`config.mk`:
```
export PLATFORM = sky130hd
export DESIGN_NAME = pc_sequencer
export DESIGN_NICKNAME = d
export VERILOG_FILES = /design/src/rtl/pc_pkg.sv /design/src/rtl/return_stack.sv /design/src/rtl/pc_sequencer.sv
export SDC_FILE = /design/constraint.sdc
export NUM_CORES = 1
export LEC_CHECK = 0
export ABC_AREA = 0
export BUFFER_PORTS_ARGS = -buffer_cell sky130_fd_sc_hd__buf_2
export CAP_MARGIN = 20
export CORE_UTILIZATION = 62
export CTS_CLUSTER_DIAMETER = 150
export DETAILED_ROUTE_END_ITERATION = 7
export HOLD_SLACK_MARGIN = 0.08
export PLACE_DENSITY = 0.85
export SYNTH_ARGS = -nofsm -noshare
export SYNTH_HDL_FRONTEND = slang
export SYNTH_SLANG_ARGS = --single-unit
```
`constraint.sdc`:
```
create_clock -name clk -period 5.9 [get_ports clk]
set_input_delay 0 -clock clk [delete_from_list [all_inputs] [get_ports clk]]
set_output_delay 0 -clock clk [all_outputs]
set_load 0.05 [all_outputs]
```
`src/rtl/pc_pkg.sv`:
```
// Shared definitions for the fetch-stage program-counter sequencer.
package pc_pkg;

  // Next-PC selection presented on the 2-bit mode input.
  typedef enum logic [1:0] {
    MODE_INC    = 2'b00,
    MODE_BRANCH = 2'b01,
    MODE_JUMP   = 2'b10,
    MODE_RET    = 2'b11
  } mode_e;

endpackage

```
`src/rtl/return_stack.sv`:
```
// Circular return-address stack. A push while full overwrites the oldest
// entry so the newest RAS_DEPTH addresses always remain in LIFO order.
module return_stack #(
  parameter int WIDTH     = 16,
  parameter int RAS_DEPTH = 4
) (
  input  logic             clk,
  input  logic             reset,
  input  logic             push,
  input  logic             pop,
  input  logic [WIDTH-1:0] din,
  output logic [WIDTH-1:0] top,
  output logic             empty,
  output logic             full,
  output logic             push_overflow
);

  localparam int PTR_W = $clog2(RAS_DEPTH);
  localparam int CNT_W = $clog2(RAS_DEPTH + 1);
  localparam logic [PTR_W-1:0] LAST_IDX  = PTR_W'(RAS_DEPTH - 1);
  localparam logic [CNT_W-1:0] DEPTH_CNT = CNT_W'(RAS_DEPTH);

  logic [WIDTH-1:0] mem [RAS_DEPTH];
  logic [PTR_W-1:0] ptr;      // index of the current top entry
  logic [PTR_W-1:0] ptr_inc;
  logic [PTR_W-1:0] ptr_dec;
  logic [CNT_W-1:0] count;

  assign ptr_inc = (ptr == LAST_IDX) ? '0 : ptr + PTR_W'(1);
  assign ptr_dec = (ptr == '0) ? LAST_IDX : ptr - PTR_W'(1);

  assign empty         = (count == '0);
  assign full          = (count == DEPTH_CNT);
  assign push_overflow = push & full;
  assign top           = empty ? '0 : mem[ptr];

  // Pointer and occupancy; push wins if both are ever raised together.
  // NOTE: sequential state uses non-blocking assignments so every register
  // samples pre-edge values, independent of statement order.
  always_ff @(posedge clk) begin
    if (reset) begin
      ptr   <= '0;
      count <= '0;
    end else if (push) begin
      ptr <= ptr_inc;
      if (!full) count <= count + CNT_W'(1);
    end else if (pop && !empty) begin
      ptr   <= ptr_dec;
      count <= count - CNT_W'(1);
    end
  end

  // Entry storage; when full, ptr_inc lands on the oldest entry.
  // NOTE: entries are deliberately not reset -- count gates visibility, and
  // leaving the array reset-free lets it map onto plain storage.
  always_ff @(posedge clk) begin
    if (push) mem[ptr_inc] <= din;
  end

endmodule

```
`src/rtl/pc_sequencer.sv`:
```
// Fetch-stage PC register with increment, relative branch, absolute
// jump/call and return, backed by a circular return-address stack.
module pc_sequencer
  import pc_pkg::*;
#(
  parameter int WIDTH     = 16,
  parameter int STEP      = 1,
  parameter int RAS_DEPTH = 4,
  parameter int RESET_PC  = 0
) (
  input  logic             clk,
  input  logic             reset,
  input  logic             en,
  input  logic [1:0]       mode,
  input  logic             cond,
  input  logic [WIDTH-1:0] offset,
  input  logic [WIDTH-1:0] target,
  input  logic             call,
  output logic [WIDTH-1:0] pc,
  output logic [WIDTH-1:0] link_top,
  output logic             ras_empty,
  output logic             ras_full,
  output logic             overflow,
  output logic             underflow
);

  localparam logic [WIDTH-1:0] STEP_W  = WIDTH'(STEP);
  localparam logic [WIDTH-1:0] RESET_W = WIDTH'(RESET_PC);

  logic [WIDTH-1:0] seq;
  logic [WIDTH-1:0] pc_next;
  logic             push_req;
  logic             pop_req;
  logic             underflow_req;
  logic             push;
  logic             pop;
  logic             push_overflow;

  assign seq = pc + STEP_W;  // carry discarded: wraps modulo 2^WIDTH

  // Next-PC mux and stack requests, before stall gating.
  // NOTE: every output gets a default first so no path leaves a value
  // unassigned, which would otherwise infer a latch.
  always_comb begin
    pc_next       = seq;
    push_req      = 1'b0;
    pop_req       = 1'b0;
    underflow_req = 1'b0;
    case (mode_e'(mode))
      MODE_INC:    pc_next = seq;
      MODE_BRANCH: if (cond) pc_next = seq + offset;
      MODE_JUMP: begin
        pc_next  = target;
        push_req = call;
      end
      MODE_RET: begin
        if (!ras_empty) begin
          pc_next = link_top;
          pop_req = 1'b1;
        end else begin
          underflow_req = 1'b1;
        end
      end
      default: pc_next = seq;
    endcase
  end

  // A stall must leave the stack untouched regardless of mode or call.
  assign push = en & push_req;
  assign pop  = en & pop_req;

  return_stack #(
    .WIDTH    (WIDTH),
    .RAS_DEPTH(RAS_DEPTH)
  ) u_ras (
    .clk          (clk),
    .reset        (reset),
    .push         (push),
    .pop          (pop),
    .din          (seq),
    .top          (link_top),
    .empty        (ras_empty),
    .full         (ras_full),
    .push_overflow(push_overflow)
  );

  // PC register: reset first, then advance only when enabled.
  always_ff @(posedge clk) begin
    if (reset)   pc <= RESET_W;
    else if (en) pc <= pc_next;
  end

  // Sticky error flags, cleared only by reset.
  always_ff @(posedge clk) begin
    if (reset) begin
      overflow  <= 1'b0;
      underflow <= 1'b0;
    end else begin
      if (push_overflow)       overflow  <= 1'b1;
      if (en && underflow_req) underflow <= 1'b1;
    end
  end

endmodule

```
==> summary.md <==
| Metric | Value |
|---|---|
| Outcome | complete, no violations |
| Post-synth net total | between 500 and 600 |
| Commonest non-fill, non-tap cells in the layout | 74 x buf_2, 64 x edfxtp_1, 46 x nand2_1 |
| Area Overhead vs Synth | 12.8% |
| Synthesized netlist cell count | between 400 and 500 |
| N_diodes | 0 |
| Initial antenna violation count | 0 |
| CTS sink cnt | 89 |
| Seq/Total Area, Yosys | 0.459 |
| R2R Setup Slk | between 1.5 and 2 ns |
| Mapped cell area | 5280 um^2 |
| Crit Path Class | register to register |
| Crit path largest cell delay | approximately 0.59 ns |
| Clock buffer count from CTS | 9 |
| Routed Antenna Nets | 0 |
| GRT Util Overall | 0.345 |
| Static leakage | 2.32 nW |
| DIE HEIGHT | 94.3 um |
| Final setup skew | ~0.012 ns |
| Slowest-stage cell, CP | xnor2_1 |
| Die ar. | 8890 um^2 |
| Core area | 8220 um^2 |
| Least-Margin Pin Slew | 1.00 ns |
| Post-route DRC | 0 |
| RSZ-0062 raised after global routing | no |
| Area occupied by multi-input gates | 2690 um^2 |
| DR vias | 4,428 |
| Pins Over Slew Limit | 0 |
| Clock latency on the worst-skew pair | 0.36 ns |
| CTS tree | yes |
| # Max-Cap Violations | 0 |
| Crit start category | register |
| Worst path cell trace | ha_1, nand3_1, or2_2, xnor2_1, ha_1, and4_1, and2_1, a311oi_1, o21ai_0, mux2_2, o211ai_1 |
| Initial Util | 0.643 |
| CP required | 6.19 ns |
| VDD IR-drop max | 0.000140 V |
| Gr ovfl total | 0 |
| Post-synth top flop | edfxtp_1 |
| Final Power | 1.57 mW |
| Die W | 94.3 um |
| Nets | 625 |
| PwrDens | about 260 nW/um^2 |
| Number of H-tree levels | 3 |
| Syn_area_per_cell | between 10 and 15 um^2 |
| Top achievable clock speed | 253 MHz |
| Synth Register Bits | 89 |
| CTS max path bufs | 2 |
| Minimum clock period | 3.96 ns |
| Hold Path Class | primary input to register |
| Fin. Hold Viols | 0 |
| First-pass GRT wire length | around 22 mm |
| Share of layout cells above drive strength 1 | 0.208 |
| Hpwl dp | 10.5 mm |
| PostCTS Resize Cnt | 0 |
| Root Driver | clkbuf_8 |
| Post-synth EDFFs | 64 |
| Sequential Area | 2420 um^2 |
| Ys Warns | 0 |
| Rel. slew slack | 0.332 |
| Synth unique cells | 59 |
| Share of flip-flops with an asynchronous set or reset | 0 |
| Drt total wl | between 10 and 15 mm |
| 1st-pass router iterations | 6 |
| Fill cell count | between 600 and 700 |
| Worst-path clk slew | 0.09 ns |
| Critical path capture point type | register |
| I/O Buffers | 74 |
| Starting DRT DRC Count | between 500 and 600 |
| Routability cong. | 1.04 |
| Number of global-route vias before repair | between 4,000 and 5,000 |
| # rows | 33 |
| CP most frequent cell | ha_1 |
| Crit path DAT | between 4 and 5 ns |
| WL/cell | 22.2 um |
| Commonest non-fill, non-tap cell in the layout | buf_2 |
| Largest net degree at the start of global routing | 35 |
| Final Setup Violations | 0 |
| I/O pin cnt | between 70 and 80 |
| Vias per inst | between 6 and 7 |
| Highest fanout seen on the critical path | 9 |
| Post-route setup TNS | 0 ns |
| Fin crit share | 0.671 |
## power breakdown
group,switching [mW],internal (mW)
Combinational,0.259,0.121
Sequential,0.0246,0.689
Clock,0.230,0.242
## state kept, by name, indices dropped and copies added, names as in the netlist, named ones only
name,flops
overflow,1
pc,16
u_ras.count,3
u_ras.mem,64
u_ras.ptr,2
underflow,1
## synthesized netlist by cell type (11+ instances only)
| cell type | n | area [um^2] |
|---|---|---|
| nand3_1 | 13 | 65.1 |
| mux4_2 | 16 | 360 |
| nand2_1 | 46 | 173 |
| xor2_1 | 11 | 96.3 |
| inv_1 | 17 | 63.8 |
| o21ai_0 | 36 | 180 |
| and2_1 | 23 | 144 |
| nor2_1 | 28 | 105 |
| xnor2_1 | 16 | 140 |
| ha_1 | 26 | 325 |
| dfxtp_1 | 25 | 500 |
| clkbuf_1 | 20 | 75.1 |
| edfxtp_1 | 64 | 1920 |
| a21oi_1 | 29 | 145 |
## through the flow
stage          std cells  setup slack [ns]  instance area, um^2  hold WS (ns)   util
6_report             668              1.94                 5960        0.0855  0.725
5_1_grt              668              1.73                 5960         0.104  0.725
4_1_cts              668              2.02                 5960        0.0837  0.725
3_5_place_dp         648              2.16                 5700         0.418  0.693
3_3_place_gp         648              2.35                 5700         0.388  0.693
2_1_floorplan        493              2.35                 5280         0.208      -
## worst max-delay path: cells and delay by family, from the launching register on
kind	cells	cell delay (ns)
AO/OA/AOI/OAI	3	0.95
adder cells (fa/ha/maj)	2	0.61
multiplexers	1	0.32
XOR/XNOR	1	0.59
flip-flops	1	0.56
AND/OR/NAND/NOR	4	0.84
## kinds of logic after synthesis
family,after synthesis,synth area share
AND/OR/NAND/NOR,153,0.153
flip-flops,89,0.459
multiplexers,22,0.0801
AO/OA/AOI/OAI,131,0.163
buffers and inverters,43,0.0313
XOR/XNOR,27,0.0448
adder cells (fa/ha/maj),28,0.0692
## area by class of cell
| type | instances | area share |
|---|---|---|
| Clock buffer | 9 | 0.0208 |
| Tap cell | 105 | 0.0220 |
| Multi-Input combinational cell | 361 | 0.452 |
| Inverter | 17 | 0.0107 |
| Sequential cell | 89 | 0.407 |
| Timing Repair Buffer | 80 | 0.0714 |
| Clock inverter | 7 | 0.0166 |
## per-layer routing
metal / wire length, um / global-route usage / part of all wire / vias to the layer above
met2: 6900 / 0.553 / 0.46 / 317
li1: - / - / - / 1983
met4: 632 / 0.155 / 0.043 / 0
met5: 0 / 0 / 0 / -
met1: 5800 / 0.462 / 0.39 / 2068
met3: 1510 / 0.0534 / 0.10 / 60
## final timing paths
| kind | start | to | depth (start not counted) |
|---|---|---|---|
| setup / recovery | pc[0]$_SDFFE_PP0P_ | pc[12]$_SDFFE_PP0P_ | 11 |
| hold / removal | target[1] | pc[1]$_SDFFE_PP0P_ | 5 |
| setup reg to reg | pc[0]$_SDFFE_PP0P_ | pc[12]$_SDFFE_PP0P_ | 11 |
| hold reg to reg | overflow$_SDFFE_PP0P_ | overflow$_SDFFE_PP0P_ | 2 |
## repair_timing
item,in CTS,in global routing
hold endpoints to repair,7,0
hold buffers,4,0
setup buffers,0,0
No activity file was read; power rests on OpenSTA's default activity.
